$ cat src/rtl/mem_arbiter.sv
// Two-port arbiter for the shared instruction/data memory port: the CPU wins by default,
// and a starvation counter forces a loader grant after STARVE_LIMIT consecutive CPU grants.
module mem_arbiter #(
    parameter int ADDR_W       = 5,
    parameter int DATA_W       = 8,
    parameter int MAX_WAIT     = 15,
    parameter int STARVE_LIMIT = 4
) (
    input  logic              clock,
    input  logic              reset,
    input  logic              cpu_req,
    input  logic              cpu_we,
    input  logic [ADDR_W-1:0] cpu_addr,
    input  logic [DATA_W-1:0] cpu_wdata,
    output logic              cpu_done,
    output logic [DATA_W-1:0] cpu_rdata,
    input  logic              ldr_req,
    input  logic              ldr_we,
    input  logic [ADDR_W-1:0] ldr_addr,
    input  logic [DATA_W-1:0] ldr_wdata,
    output logic              ldr_done,
    output logic [DATA_W-1:0] ldr_rdata,
    output logic              mem_read,
    output logic              mem_write,
    output logic [ADDR_W-1:0] mem_addr,
    output logic [DATA_W-1:0] mem_wdata,
    input  logic [DATA_W-1:0] mem_rdata,
    input  logic              mem_ready,
    input  logic              err_clr,
    output logic              timeout_err
);

    localparam int WAIT_W = $clog2(MAX_WAIT + 1);

    typedef enum logic [1:0] {S_IDLE, S_ACCESS, S_DONE} state_t;

    state_t              r_state;
    state_t              w_state_next;
    logic                r_owner;          // 0 = CPU, 1 = loader
    logic                r_we;
    logic [ADDR_W-1:0]   r_addr;
    logic [DATA_W-1:0]   r_wdata;
    logic [WAIT_W-1:0]   r_wait_cnt;
    logic [3:0]          r_starve_cnt;
    logic [DATA_W-1:0]   r_cpu_rdata;
    logic [DATA_W-1:0]   r_ldr_rdata;
    logic                r_timeout_err;

    logic                w_grant_any;
    logic                w_grant_ldr;
    logic                w_abort;

    assign w_grant_any = cpu_req | ldr_req;
    assign w_grant_ldr = ldr_req & (~cpu_req | (r_starve_cnt == 4'(STARVE_LIMIT)));
    // The final wait cycle is the one in which the counter would reach MAX_WAIT.
    assign w_abort     = ~mem_ready & (r_wait_cnt == WAIT_W'(MAX_WAIT - 1));

    always_ff @(posedge clock or negedge reset) begin
        if (!reset) r_state <= S_IDLE;
        else        r_state <= w_state_next;
    end

    always_comb begin
        w_state_next = r_state;
        case (r_state)
            S_IDLE:   if (w_grant_any) w_state_next = S_ACCESS;
            S_ACCESS: if (mem_ready || w_abort) w_state_next = S_DONE;
            S_DONE:   w_state_next = S_IDLE;
            default:  w_state_next = S_IDLE;
        endcase
    end

    always_comb begin
        mem_read  = (r_state == S_ACCESS) & ~r_we;
        mem_write = (r_state == S_ACCESS) &  r_we;
        cpu_done  = (r_state == S_DONE)   & ~r_owner;
        ldr_done  = (r_state == S_DONE)   &  r_owner;
    end

    assign mem_addr    = r_addr;
    assign mem_wdata   = r_wdata;
    assign cpu_rdata   = r_cpu_rdata;
    assign ldr_rdata   = r_ldr_rdata;
    assign timeout_err = r_timeout_err;

    always_ff @(posedge clock or negedge reset) begin
        if (!reset) begin
            r_owner       <= 1'b0;
            r_we          <= 1'b0;
            r_addr        <= '0;
            r_wdata       <= '0;
            r_wait_cnt    <= '0;
            r_starve_cnt  <= '0;
            r_cpu_rdata   <= '0;
            r_ldr_rdata   <= '0;
            r_timeout_err <= 1'b0;
        end else begin
            if (r_state == S_IDLE) begin
                if (w_grant_any) begin
                    r_owner    <= w_grant_ldr;
                    r_we       <= w_grant_ldr ? ldr_we    : cpu_we;
                    r_addr     <= w_grant_ldr ? ldr_addr  : cpu_addr;
                    r_wdata    <= w_grant_ldr ? ldr_wdata : cpu_wdata;
                    r_wait_cnt <= '0;
                end
                if (!ldr_req || w_grant_ldr)
                    r_starve_cnt <= '0;
                else if (cpu_req && (r_starve_cnt < 4'(STARVE_LIMIT)))
                    r_starve_cnt <= r_starve_cnt + 4'd1;
            end

            if (r_state == S_ACCESS) begin
                if (mem_ready) begin
                    if (!r_we && !r_owner) r_cpu_rdata <= mem_rdata;
                    if (!r_we &&  r_owner) r_ldr_rdata <= mem_rdata;
                end else begin
                    r_wait_cnt <= r_wait_cnt + WAIT_W'(1);
                    if (w_abort && !r_we && !r_owner) r_cpu_rdata <= '0;
                    if (w_abort && !r_we &&  r_owner) r_ldr_rdata <= '0;
                end
            end

            // An abort in the same cycle as err_clr keeps the flag set.
            if ((r_state == S_ACCESS) && w_abort) r_timeout_err <= 1'b1;
            else if (err_clr)                     r_timeout_err <= 1'b0;
        end
    end

endmodule

$ cat config.mk
export PLATFORM = sky130hd
export DESIGN_NAME = mem_arbiter
export DESIGN_NICKNAME = d
export VERILOG_FILES = /design/src/rtl/mem_arbiter.sv
export SDC_FILE = /design/constraint.sdc
export NUM_CORES = 1
export LEC_CHECK = 0
export BUFFER_PORTS_ARGS = -buffer_cell sky130_fd_sc_hd__buf_2
export CORE_MARGIN = 10
export CORE_UTILIZATION = 50
export CTS_BUF_LIST = sky130_fd_sc_hd__clkbuf_8
export CTS_CLUSTER_SIZE = 8
export DETAILED_ROUTE_END_ITERATION = 16
export PLACE_DENSITY = 0.82
export SLEW_MARGIN = 20
export SYNTH_ARGS = -nofsm -noshare
export SYNTH_HDL_FRONTEND = slang
export SYNTH_SLANG_ARGS = --single-unit
$ cat constraint.sdc
create_clock -name clock -period 1.85 [get_ports clock]
set_input_delay 0.185 -clock clock [delete_from_list [all_inputs] [get_ports clock]]
set_output_delay 0.185 -clock clock [all_outputs]
set_load 0.01 [all_outputs]
* After elaboration in Yosys (flattened, before gate mapping) *
Cells that the tools add are included.

operators by class
  reduce and logical (&&, ||, !) cells = 22
  muxes and demuxes = 20
  bitwise logic cells = 12
  add/subtract/negate cells = 2
  equal/unequal tests = 8
  magnitude comparators = 1

operators with widths
  kind                                                  count
  two-way mux 8 bit                                     7
  two-way mux 4 bit                                     6
  adder 4 x 1 -> 4 bit (second input constant)          2
  nonzero test 2 bit                                    4
  logical AND 1 bit                                     7
  AND 1 bit                                             6
  AND reduction 2 bit                                   3
  AND reduction 3 bit                                   2
  two-way mux 5 bit                                     1
  equality test 4 x 3 -> 1 bit (second input constant)  1
  equality test 4 bit (second input constant)           1
  < comparator 4 x 3 -> 1 bit (second input constant)   1
  two-way mux 2 bit                                     2
  != test 2 x 1 -> 1 bit (second input constant)        2
  != test 2 bit (second input constant)                 2
  inverter 1 bit                                        4
  one-hot mux 2 bit (2 select lines)                    1
  zero test 1 bit                                       3
  two-way mux 1 bit                                     3
  equality test 2 x 1 -> 1 bit (second input constant)  1
  equality test 2 bit (second input constant)           1
  zero test 2 bit                                       1
  logical OR 1 bit                                      2
  bitwise OR 1 bit                                      2

word-level totals
  output and inout port bits = 34
  flip-flop bits (word level) = 42
  input bits = 42

* Logic depth before layout (Yosys ltp) *
  depth after elaboration = 6
  depth in mapped cells = 7
  mapped depth without buffers = 6

* Least setup slack after synthesis *
No wires, ideal clock.

  path kind = register to register
  from = register r_starve_cnt[0]
  to = register r_addr[0], in the netlist mem_addr[0]
  arrival time = 1.354 ns
  clock period less this slack = 1.475 ns
  required time = 1.729 ns
  cell stages (with the launch flop) = 8
  setup slack = 0.375 ns
  buffers on the path = 1
  cell sequence = dfrtp_1 -> inv_1 -> ha_1 -> and3b_2 -> o21a_4 -> buf_6 -> a21oi_2 -> a21oi_1

between the ends
  cells in the longest elaborated chain, start to end = 4

RTL lines
  element                       RTL line  text
  start, declared               44        logic [3:0] r_starve_cnt;
  start signal, assigned        109       r_starve_cnt <= r_starve_cnt + 4'd1;
  equality test 4 x 3 -> 1 bit  54        assign w_grant_ldr = ldr_req & (~cpu_req | (r_starve_cnt == 4'(STARVE_LIMIT)));
  bitwise OR 1 bit              54
  AND 1 bit                     54
  two-way mux 5 bit             102       r_addr <= w_grant_ldr ? ldr_addr : cpu_addr;
  end signal, assigned          102
  end, declared                 41        logic [ADDR_W-1:0] r_addr;

Every way passes these cells.
A chain may end at the register's enable or synchronous reset.

* Worst setup path after layout *
  from = register r_starve_cnt[0]
  to = register r_we

between the ends
  cells in the longest elaborated chain, start to end = 4

RTL lines
  element                       RTL line  text
  equality test 4 x 3 -> 1 bit  54
  bitwise OR 1 bit              54
  AND 1 bit                     54
  two-way mux 1 bit             101       r_we <= w_grant_ldr ? ldr_we : cpu_we;
  end signal, assigned          101
  end, declared                 40        logic r_we;

Every way passes these cells.

==> flow_summary.ini <==
[cts]
cts-resized-gates = 0
clk_latency_ns = 0.29
root_buffer = clkbuf_8
h-tree-depth = 2
path_clk_slew_ns = 0.08
postCtsHoldBufs = 1
postCtsSetupBuffers = 0
cts_sinks = 42
cts_made_buffers = 5
cts_tree = yes
cts_buffer_depth = 2

[synth]
ys_seq_area_share_pct = 54.9
netlist_instances = 177
synthFlopType = dfrtp_1
syn-cell-area_mm2 = 0.00192
syn_nets = 223
syn_area_per_cell_um2 = 10.8
yosys.area.top_type = dfrtp_1
synth-seq-cells = 42
synth_cell_types = 35
synth_area_leaders = dfrtp_1 55%, a22o_1 8.2%, a21oi_1 4.7%
async_reset_ff_share_pct = 100
synth_top_area_share_pct = 54.9
synth_edf_count = 0
yosysWarnings = 0

[worst_setup_path]
endpoint = r_we
crit_required_ns = 1.98
start_kind = register
critPathKind = register to register
r2r_cells = 6
crit_fanout = 14
cp-end-kind = register
rr_endpoint = r_we
crit_path_max_incr_delay_ns = 0.38
rr_startpoint = r_starve_cnt[0]
crit_slowest_cell = dfrtp_1
startpoint = r_starve_cnt[0]
crit_chain = inv_1 -> ha_1 -> and3b_2 -> o21a_4 -> a21oi_1 -> a22oi_1
regToRegSetupSlack_ns = 0.26
arrival_ns = 1.71

[hold_path]
min_path_type = input pin to register

[route]
drc = 0
drtAntennaViolNets = 0
num_vias = 1588
wl_mm = 4.83
wl_per_cell_um = 15.9
via_per_inst = 5.24
drt_iter0_drc = 69
drtPass1Iterations = 4

[die]
coreArea_mm2 = 0.00369
rows = 22
die_area_mm2 = 0.00671
die_h_um = 81.9
initial_core_util_pct = 51.9
io_pins = 76
die_w_um = 81.9

[sta]
rsz0062_at_grt = false
finalSetupTns_ns = 0
layout_worst_path_cycle_share_pct = 85.8
hold_viol_final = 0
fin_crit_ns = 1.59
hold_slack_ns = 0.0839
tightest_slew_ns = 1.02
max_freq_mhz = 630
slew_headroom_pct = 32.3
finClkSkew_ns = 0.00933
setup_viol = 0
maxSlewViolCount = 0
final.setup.worst_slack_ns = 0.264

[power_and_ir_drop]
power.density_mw_per_mm2 = 1580
max-vdd-ir-drop_uv = 794
p_leak_nw = 1.27
total_power_mw = 3.88

[place]
dp_hpwl_mm = 3.66
dp_worst_setup_slack_ns = 0.273
gp_congestion = 0.746
io_buffers = 75

[cells_and_area]
final_core_utilization_pct = 66.6
multiInputGateArea_um2 = 783
area_growth_pct = 28.2
nFillCells = 324
regArea_mm2 = 0.00105
fin_nets = 300
drive_above_1_share_pct = 40.4
antennaDiodeCount = 0

[global_route]
track_usage_pct = 14.8
grt_overflow = 0
grt_max_degree = 27
grt_first_pass_wirelength_mm = 7.93
antenna_found_initial = 0
grt_pass1_vias = 1657

[job]
max_cap_viol_count = 0

[outcome]
outcome = complete, no violations
-- metrics by stage --
step / cell area (um2) / std cells
5_1_grt: 2460 / 303
3_3_place_gp: 2300 / 294
4_1_cts: 2460 / 303
6_report: 2460 / 303
2_1_floorplan: 1920 / 177
3_5_place_dp: 2300 / 294
-- cells in the final DEF (no fill, tap or decap), types with 2 or more instances in the layout --
cell type,synthesis,routed
o21ai_0,5,5
buf_2,2,75
bufinv_16,0,2
dfrtp_1,42,42
a22o_1,18,18
inv_1,7,7
ha_1,4,4
mux2i_1,2,2
a21oi_1,18,18
clkbuf_8,0,6
nand2_1,22,22
a21oi_2,10,10
nand3_1,3,3
nor2_1,18,18
-- synthesized netlist by cell type, types with 2 or more instances --
cell	instances
dfrtp_1	42
nand2_1	22
a21oi_1	18
a22o_1	18
nor2_1	18
a21oi_2	10
inv_1	7
o21ai_0	5
ha_1	4
buf_4	3
nand3_1	3
buf_2	2
buf_6	2
mux2i_1	2
-- state kept, by name, summed over array words and instances (netlist names) --
register,cells
mem_wdata,8
r_state,2
timeout_err,1
r_owner,1
r_starve_cnt,4
r_we,1
ldr_rdata,8
mem_addr,5
cpu_rdata,8
r_wait_cnt,4
-- power breakdown --
group	total, mW	switching (mW)	internal [mW]
combinational	1.46	0.805	0.651
sequential	1.54	0.243	1.29
clock	0.890	0.314	0.576
total	3.88	1.36	2.52
-- layout make-up --
type | instances | share of cell area, %
flip-flops and latches | 42 | 42.8
well taps | 48 | 2.45
clock buffers | 6 | 3.36
clock inverters | 2 | 2.45
repair buffers | 77 | 16.0
multi-input cells | 121 | 31.9
inverters | 7 | 1.07
-- per-layer routing --
layer  part of all wire, %  GRT usage [%]
met5                     0              0
met4                  0.64           4.76
met1                    44           18.8
met3                    10           6.22
met2                    45           22.3
-- how the worst min path moves through the flow --
| stage | from | to | depth (start not counted) |
|---|---|---|---|
| 5_1_grt | err_clr | timeout_err | 2 |
| 4_1_cts | err_clr | timeout_err | 2 |
| 3_5_place_dp | reset | timeout_err | 1 |
| 3_3_place_gp | reset | timeout_err | 1 |
| 2_1_floorplan | reset | cpu_rdata[0] | 0 |
| 6_report | err_clr | timeout_err | 2 |
-- critical path, delay by kind of cell (launching register included) --
family | cells | cell delay (ns)
and+or+nand+nor | 1 | 0.24
buffers and inverters | 1 | 0.06
adders and majority gates | 1 | 0.20
AOI/OAI and AO/OA | 3 | 0.54
DFF | 1 | 0.38
-- logic make-up after synthesis --
kind of cell               after synthesis  synth area share (%)
AOI/OAI and AO/OA                       58                  22.4
adders and majority gates                4                  2.61
buffers and inverters                   14                  4.25
DFF                                     42                  54.9
muxes                                    3                  1.63
and+or+nand+nor                         56                  14.2
No activity file was read; power rests on OpenSTA's default activity.
